<file path="config.mk">
export PLATFORM = sky130hd
export DESIGN_NAME = pat_det_arb
export DESIGN_NICKNAME = d
export VERILOG_FILES = /design/src/rtl/pat_det_arb.sv
export SDC_FILE = /design/constraint.sdc
export NUM_CORES = 1
export LEC_CHECK = 0
export BUFFER_PORTS_ARGS = -buffer_cell sky130_fd_sc_hd__buf_2
export CAP_MARGIN = 15
export CORE_MARGIN = 5
export CORE_UTILIZATION = 30
export DETAILED_ROUTE_END_ITERATION = 6
export PLACE_DENSITY = 0.51
export SYNTH_ARGS = -nofsm -noshare
export SYNTH_HDL_FRONTEND = slang
export SYNTH_SLANG_ARGS = --single-unit
</file>
<file path="constraint.sdc">
create_clock -name clk_i -period 2.2 [get_ports clk_i]
set_clock_uncertainty 0.2 [all_clocks]
set_input_delay 0.11 -clock clk_i [delete_from_list [all_inputs] [get_ports clk_i]]
set_output_delay 0.11 -clock clk_i [all_outputs]
set_load 0.05 [all_outputs]
</file>
<file path="src/rtl/pat_det_arb.sv">
// pat_det_arb: round-robin sharing of one serial pattern detector among N_CH bit streams,
// with per-frame detector clear, hit attribution to the owning channel and saturating hit counters.
module pat_det_arb #(
    parameter int N_CH  = 4,
    parameter int CNT_W = 8
) (
    input  logic                  clk_i,
    input  logic                  rst_i,
    input  logic [N_CH-1:0]       req_i,
    input  logic [N_CH-1:0]       d_i,
    input  logic [N_CH-1:0]       valid_i,
    input  logic [N_CH-1:0]       last_i,
    output logic [N_CH-1:0]       ready_o,
    output logic [N_CH-1:0]       gnt_o,
    output logic                  det_rst_o,
    output logic                  det_d_o,
    output logic                  det_valid_o,
    input  logic                  det_hit_i,
    output logic [N_CH-1:0]       hit_o,
    output logic [N_CH*CNT_W-1:0] hit_cnt_o,
    input  logic [N_CH-1:0]       cnt_clr_i
);
    localparam logic [1:0] IDLE = 2'd0, CLR = 2'd1, STREAM = 2'd2, DRAIN = 2'd3;
    logic [1:0]      state;
    logic [N_CH-1:0] last_gnt, hi_req, pick, hit_ev;
    logic            acc_last;
    // requests strictly above the last grant win; otherwise wrap to the lowest request
    always_comb begin
        hi_req = req_i & ~((last_gnt << 1) - N_CH'(1));
        pick   = (|hi_req) ? (hi_req & (~hi_req + N_CH'(1))) : (req_i & (~req_i + N_CH'(1)));
    end
    assign ready_o     = (state == STREAM) ? gnt_o : '0;
    assign det_valid_o = |(valid_i & ready_o);
    assign det_d_o     = |(d_i & valid_i & ready_o);
    assign acc_last    = |(last_i & valid_i & ready_o);
    assign hit_ev      = (det_hit_i && (state == STREAM || state == DRAIN)) ? gnt_o : '0;
    always_ff @(posedge clk_i or posedge rst_i) begin
        if (rst_i) begin
            state     <= IDLE;
            gnt_o     <= '0;
            last_gnt  <= {1'b1, {(N_CH-1){1'b0}}};
            det_rst_o <= 1'b0;
            hit_o     <= '0;
        end else begin
            det_rst_o <= (state == IDLE) && (|req_i);
            hit_o     <= hit_ev;
            if (state == IDLE && |req_i) begin
                gnt_o    <= pick;
                last_gnt <= pick;
                state    <= CLR;
            end else if (state == CLR) begin
                state <= STREAM;
            end else if (state == STREAM && acc_last) begin
                state <= DRAIN;
            end else if (state == DRAIN) begin
                gnt_o <= '0;
                state <= IDLE;
            end
        end
    end
    for (genvar k = 0; k < N_CH; k++) begin : g_cnt
        logic [CNT_W-1:0] cnt;
        always_ff @(posedge clk_i or posedge rst_i) begin
            if (rst_i)
                cnt <= '0;
            else if (cnt_clr_i[k])
                cnt <= '0;
            else if (hit_ev[k] && !(&cnt))
                cnt <= cnt + CNT_W'(1);
        end
        assign hit_cnt_o[k*CNT_W +: CNT_W] = cnt;
    end
endmodule

</file>
==> results of run 1 <==
==> flip-flops by register name, indices dropped and copies added (netlist names) <==
signal,flops
det_rst_o,1
hit_o,4
g_cnt.cnt,32
gnt_o,4
last_gnt,3
state,2
==> power groups by stage <==
stage	registers, uW	logic (uW)	clock network [uW]
5_1_grt	1050	950	601
6_report	1040	871	543
3_3_place_gp	1060	818	0
3_5_place_dp	1060	822	0
2_1_floorplan	1210	458	0
4_1_cts	1050	846	567
==> worst reg2reg max path, cell delays in order, from the launching register on <==
cell and delay (ps):
dfrtp_2 440, nor2b_2 200, and3_1 250, a32oi_1 160, dlygate4sd3_1 570, nand2_1 60
==> per-layer routing <==
| metal | vias up | wire, um | share of wire, % |
|---|---|---|---|
| met2 | 39 | 3030 | 50 |
| met3 | 6 | 250 | 4.1 |
| met5 | - | 0 | 0 |
| li1 | 1012 | - | - |
| met4 | 0 | 85 | 1.4 |
| met1 | 985 | 2710 | 45 |
==> cell usage after synthesis (2+ instances only) <==
cell | instances | area [um^2]
dfrtp_1 | 46 | 1150
nor2_1 | 31 | 116
nand2_1 | 14 | 52.6
xor2_1 | 14 | 123
and3_1 | 9 | 56.3
inv_1 | 8 | 30.0
xnor2_1 | 8 | 70.1
nand3_1 | 7 | 35.0
a211oi_1 | 6 | 45.0
a21oi_1 | 6 | 30.0
and2_1 | 6 | 37.5
o211ai_1 | 6 | 45.0
o21ai_0 | 6 | 30.0
ha_1 | 5 | 62.6
mux2i_1 | 5 | 50.1
nand4_1 | 5 | 31.3
buf_1 | 4 | 15.0
nor2b_1 | 4 | 25.0
nor3_1 | 4 | 20.0
and4_1 | 3 | 26.3
o2111ai_1 | 3 | 26.3
a2111oi_2 | 2 | 30.0
a22oi_1 | 2 | 15.0
a32oi_1 | 2 | 17.5
buf_2 | 2 | 10.0
nand3_2 | 2 | 20.0
o2bb2ai_1 | 2 | 17.5
==> final cells by class <==
class / count / area share, %
multi-input combinational: 172 / 38.6
inverter: 8 / 0.965
sequential: 46 / 37.0
clock inverter: 1 / 0.161
tap: 102 / 4.10
clock buffer: 7 / 2.77
timing repair buffer: 85 / 16.3
==> path summary, 6_finish.rpt <==
path | slack, ps | from | end | cells past startpoint
max | 110 | state[1] | det_valid_o | 4
min | 40 | det_hit_i | hit_o[2] | 3
max reg2reg | 210 | state[1] | state[0] | 5
min reg2reg | 360 | last_gnt[1] | last_gnt[1] | 2
max in group asynchronous | 1090 | rst_i | state[1] | 4
min in group asynchronous | 190 | rst_i | hit_o[3] | 3
==> timing repair <==
item	CTS	global route
gates resized for setup	2	0
hold buffers	12	0
hold endpoints to repair	59	0
endpoints found under the setup margin	2	1
buffers inserted	0	2
==> logic make-up (layout without fill, tap and decap cells) <==
kind of cell             after synthesis  in the layout  synth area share (%)
AO/OA/AOI/OAI                         47             47                  14.9
buffers and inverters                 16            101                  3.05
flip-flops                            46             46                  47.5
adder cells (fa/ha/maj)                5              5                  2.58
multiplexers                           6              6                  2.69
AND/OR/NAND/NOR                       92             92                  21.3
XOR/XNOR                              22             22                  7.95
==> metrics by stage <==
step	cell area [um^2]	worst slack, ps	utilization [%]
2_1_floorplan	2420	89.5	-
3_3_place_gp	2880	260	36.9
3_5_place_dp	2880	266	36.9
4_1_cts	3100	32.7	39.7
5_1_grt	3110	32.6	39.9
6_report	3110	111	39.9
==> flow_summary.ini, run 1 <==
[synthesis]
yosysWarnings = 0
synthDistinctLibCells = 49
synth_seq_cells = 46
synth_edf_count = 0
ys_seq_area_share_pct = 47.5
synth_flop_cell = dfrtp_1
syn-cell-area_um2 = 2420
async_reset_ff_share_pct = 100
synthesis.instances = 234
syn_avg_cell_area_um2 = 10.4
syn_nets = 262

[cells_and_area]
fin_cells = 421
layout_common_cells = 69 x buf_2, 45 x dfrtp_1, 30 x nor2_1
n_fill_cell = 811
syn_to_final_growth_pct = 28.5
ff_latch_area_um2 = 1150
diodes = 0
fin_nets = 346
layout_commonest_cell = buf_2
multi_input_area_um2 = 1200
drive_above_1_share_pct = 30.4

[grt]
grt.total_usage_pct = 12.8
grt_pass1_wl_um = 10300
grtUsageMet2_pct = 21.5
grt_max_degree = 25
antenna_found_initial = 0
use_met1_pct = 16.4
grt_use_met3_pct = 2.78
busiest_layer = met2
overflow = 0
grt_pass1_vias = 2045

[sta]
fmax_mhz = 479
timing.final.crit_share_pct = 95.0
setup_violations = 0
fin_setup_tns_ps = 0
drv_slew = 0
tightest_slew_ps = 536
rsz0062_at_grt = false
fin_hold_ws_ps = 39.6
relSlewSlack_pct = 64.2
hold_viol = 0
fin_crit_ps = 2090

[detailed_routing]
drt_iter0_markers = 59
detail-route-antenna-nets = 0
dr.pass1.iters = 4
via_per_inst = 4.85
wl_per_cell_um = 14.4
drc = 0
wl_um = 6070
num_vias = 2042

[clock_tree]
cts_max_level = 2
cts-root-buf = clkbuf_8
clock_path_buffers = 2
cts_sinks = 46
tritoncts = done
cts_buffers = 5
path_clk_slew_ps = 90
clock_latency_ps = 300

[placed_design]
gp_congestion = 0.809
dp_cells = 399
portBuffers = 69
dp_hpwl_um = 4520

[critical_path]
setup.worst_path.start_class = flop
arrival_ps = 1780
crit_slowest_cell = dfrtp_2
worst_setup_path_end_kind = output port
criticalPathCategory = flop to output port
worst-path-max-fanout = 6
worstPathRequired_ps = 1890
slowest_delay_ps = 440
path_cells = nor2b_2 > and3_1 > a2111o_1 > buf_2
crit_family = flip-flops
critPathBufInv = 1

[pwr]
p_int_uw = 1480
swShare_pct = 39.8
power_frac_clock_pct = 22.2
p_comb_share_pct = 35.5
seq_power_share_pct = 42.3
leakage_uw = 0.00159
cellPowerDensity_nw_per_um2 = 787
p_total_uw = 2450
switchingPower_uw = 974
ir_drop_uv = 352

[floorplanning]
dieArea_um2 = 9970
initial_core_util_pct = 31.0
rows = 32
fp.dieW_um = 99.9
io-pin-count = 70
chipHeight_um = 99.9
core-area_um2 = 7810

[run_status]
status = finished clean

[hold_path]
hold_path.class = input port to flop

[job]
cap_violations = 0
(Power assumes the default switching activity.)
==> inputs of run 2 (changes only) <==
--- a/config.mk
+++ b/config.mk
@@ -5,12 +5,14 @@
 export SDC_FILE = /design/constraint.sdc
 export NUM_CORES = 1
 export LEC_CHECK = 0
+export ABC_AREA = 1
 export BUFFER_PORTS_ARGS = -buffer_cell sky130_fd_sc_hd__buf_2
 export CAP_MARGIN = 15
 export CORE_MARGIN = 5
 export CORE_UTILIZATION = 30
+export CTS_BUF_LIST = sky130_fd_sc_hd__clkbuf_16
 export DETAILED_ROUTE_END_ITERATION = 6
-export PLACE_DENSITY = 0.51
+export PLACE_DENSITY = 0.5
 export SYNTH_ARGS = -nofsm -noshare
 export SYNTH_HDL_FRONTEND = slang
 export SYNTH_SLANG_ARGS = --single-unit
==> flow_summary.ini, run 2 <==
[sta]
tightest_slew_ps = 625
fin_hold_ws_ps = 14.3
hold_viol = 0
fin_crit_ps = 1940
fmax_mhz = 515
fin_setup_tns_ps = 0
relSlewSlack_pct = 58.3
setup_violations = 0
drv_slew = 0
timing.final.crit_share_pct = 88.2
rsz0062_at_grt = false

[job]
cap_violations = 0

[floorplanning]
initial_core_util_pct = 30.4
core-area_um2 = 9150
fp.dieW_um = 106
chipHeight_um = 106
dieArea_um2 = 11300
io-pin-count = 70
rows = 35

[clock_tree]
cts_buffers = 5
cts-root-buf = clkbuf_16
cts_max_level = 2
clock_latency_ps = 280
clock_path_buffers = 2
postCtsHoldBufs = 8
path_clk_slew_ps = 70
cts.repair.resized = 0
post_cts_buffers = 0
tritoncts = done
cts_sinks = 46

[cells_and_area]
layout_commonest_cell = nand2_1
n_fill_cell = 981
multi_input_area_um2 = 1450
layout_common_cells = 150 x nand2_1, 69 x buf_2, 46 x dfrtp_1
fin_nets = 506
drive_above_1_share_pct = 23.4
largest_reg_flops = 32
reg_top3 = g_cnt.cnt x32, gnt_o x4, hit_o x4
ff_latch_area_um2 = 1150
regMostFlops = g_cnt.cnt
syn_to_final_growth_pct = 26.8
diodes = 0

[pwr]
leakage_uw = 0.00186
cellPowerDensity_nw_per_um2 = 817
ir_drop_uv = 506

[run_status]
status = finished clean

[synthesis]
synthesis.instances = 393
synth_top_cells_by_area = dfrtp_1 41%, nand2_1 20%, nand3_1 7.9%, inv_1 5.8%, nor2_1 5.3%
synth_flop_cell = dfrtp_1
syn_avg_cell_area_um2 = 7.07
synth_seq_cells = 46
synth_top_area_share_pct = 41.4
async_reset_ff_share_pct = 100
yosysWarnings = 0
yosysMostFrequentCell = nand2_1
ys_seq_area_share_pct = 41.4
synthDistinctLibCells = 22
yosysTopAreaCell = dfrtp_1
syn_nets = 421
syn-cell-area_um2 = 2780
ys_top_cells_by_count = 150 x nand2_1, 46 x dfrtp_1, 44 x nand3_1
synth_edf_count = 0

[detailed_routing]
via_per_inst = 4.51
drt_iter0_markers = 85
wl_um = 7250
dr.pass1.iters = 4
detail-route-antenna-nets = 0
num_vias = 2656
drc = 0
wl_per_cell_um = 12.3

[critical_path]
arrival_ps = 1960
crit_slowest_cell = dlygate4sd3_1
slowest_delay_ps = 540
worst_setup_path_end_kind = flop
criticalPathCategory = flop to flop
path_cells = nand2_2 > nor2_2 > nand3_1 > nand2_1 > dlygate4sd3_1 > nand3b_1
worstPathRequired_ps = 2220
crit_family = simple AND/OR/NAND/NOR gates
worst-path-max-fanout = 5
critPathBufInv = 1
setup.worst_path.start_class = flop

[placed_design]
dp_hpwl_um = 5580
portBuffers = 69
gp_congestion = 0.840

[grt]
antenna_found_initial = 0
grt_pass1_wl_um = 12000
overflow = 0
grt_pass1_vias = 2485
grt.total_usage_pct = 13.1
grt_max_degree = 47

[hold_path]
hold_path.class = input port to flop
## run 2: worst paths after layout
path / startpoint / to / slack (ps) / depth (start not counted)
worst max-delay path: state[1] / state[0] / 260 / 6
worst min-delay path: last_i[0] / state[0] / 10 / 4
worst max register to register: state[1] / state[0] / 260 / 6
worst min register to register: last_gnt[1] / last_gnt[1] / 300 / 2
max in group asynchronous: rst_i / hit_o[0] / 1030 / 4
min in group asynchronous: rst_i / g_cnt[2].cnt[2] / 320 / 4
## run 2: worst register-to-register path: cells and delay by family, from the launching register on
family	cells	cell delay [ps]
flip-flops	1	470
buffers and inverters	1	540
AND/OR/NAND/NOR	5	670
## run 2: area by class of cell
| type | instances | area share (%) |
|---|---|---|
| clock buffer | 5 | 3.55 |
| clock inverter | 2 | 0.958 |
| inverter | 51 | 5.43 |
| multi-input combinational | 296 | 41.2 |
| sequential | 46 | 32.7 |
| tap | 111 | 3.94 |
| timing repair buffer | 78 | 12.3 |
## run 2: logic make-up (layout without fill, tap and decap cells)
kind of cell             Yosys count  in the layout  synth area share [%]
AO/OA/AOI/OAI                     11             11                  3.47
AND/OR/NAND/NOR                  271            271                  43.1
XOR/XNOR                           9              9                  2.84
adder cells (fa/ha/maj)            5              5                  2.25
buffers and inverters             51            136                  6.89
flip-flops                        46             46                  41.4
## run 2: report_power, final
part / leakage [uW] / internal [uW] / switching, uW
sequential: 0.000631 / 944 / 90.5
combinational: 0.00115 / 247 / 758
clock: 0.0000773 / 526 / 315
total: 0.00186 / 1720 / 1160
## run 2: stage by stage
| stage | utilization [%] | setup WS, ps | cell area (um^2) | total power [uW] | std cells |
|---|---|---|---|---|---|
| 2_1_floorplan | - | 22.1 | 2790 | 1790 | 393 |
| 3_3_place_gp | 35.9 | 511 | 3290 | 2050 | 574 |
| 3_5_place_dp | 35.9 | 491 | 3290 | 2050 | 574 |
| 4_1_cts | 38.5 | 240 | 3520 | 2940 | 589 |
| 5_1_grt | 38.5 | 138 | 3520 | 3060 | 589 |
| 6_report | 38.5 | 259 | 3520 | 2880 | 589 |
## run 2: per-layer routing
metal | vias to the layer above | part of all wire [%] | global-route usage (%) | wire [um]
met5 | - | 0 | 0 | 0
met4 | 0 | 1.0 | 3.89 | 76
met3 | 5 | 3.7 | 2.13 | 266
met2 | 53 | 47 | 20.9 | 3380
met1 | 1204 | 49 | 18.1 | 3530
li1 | 1394 | - | - | -
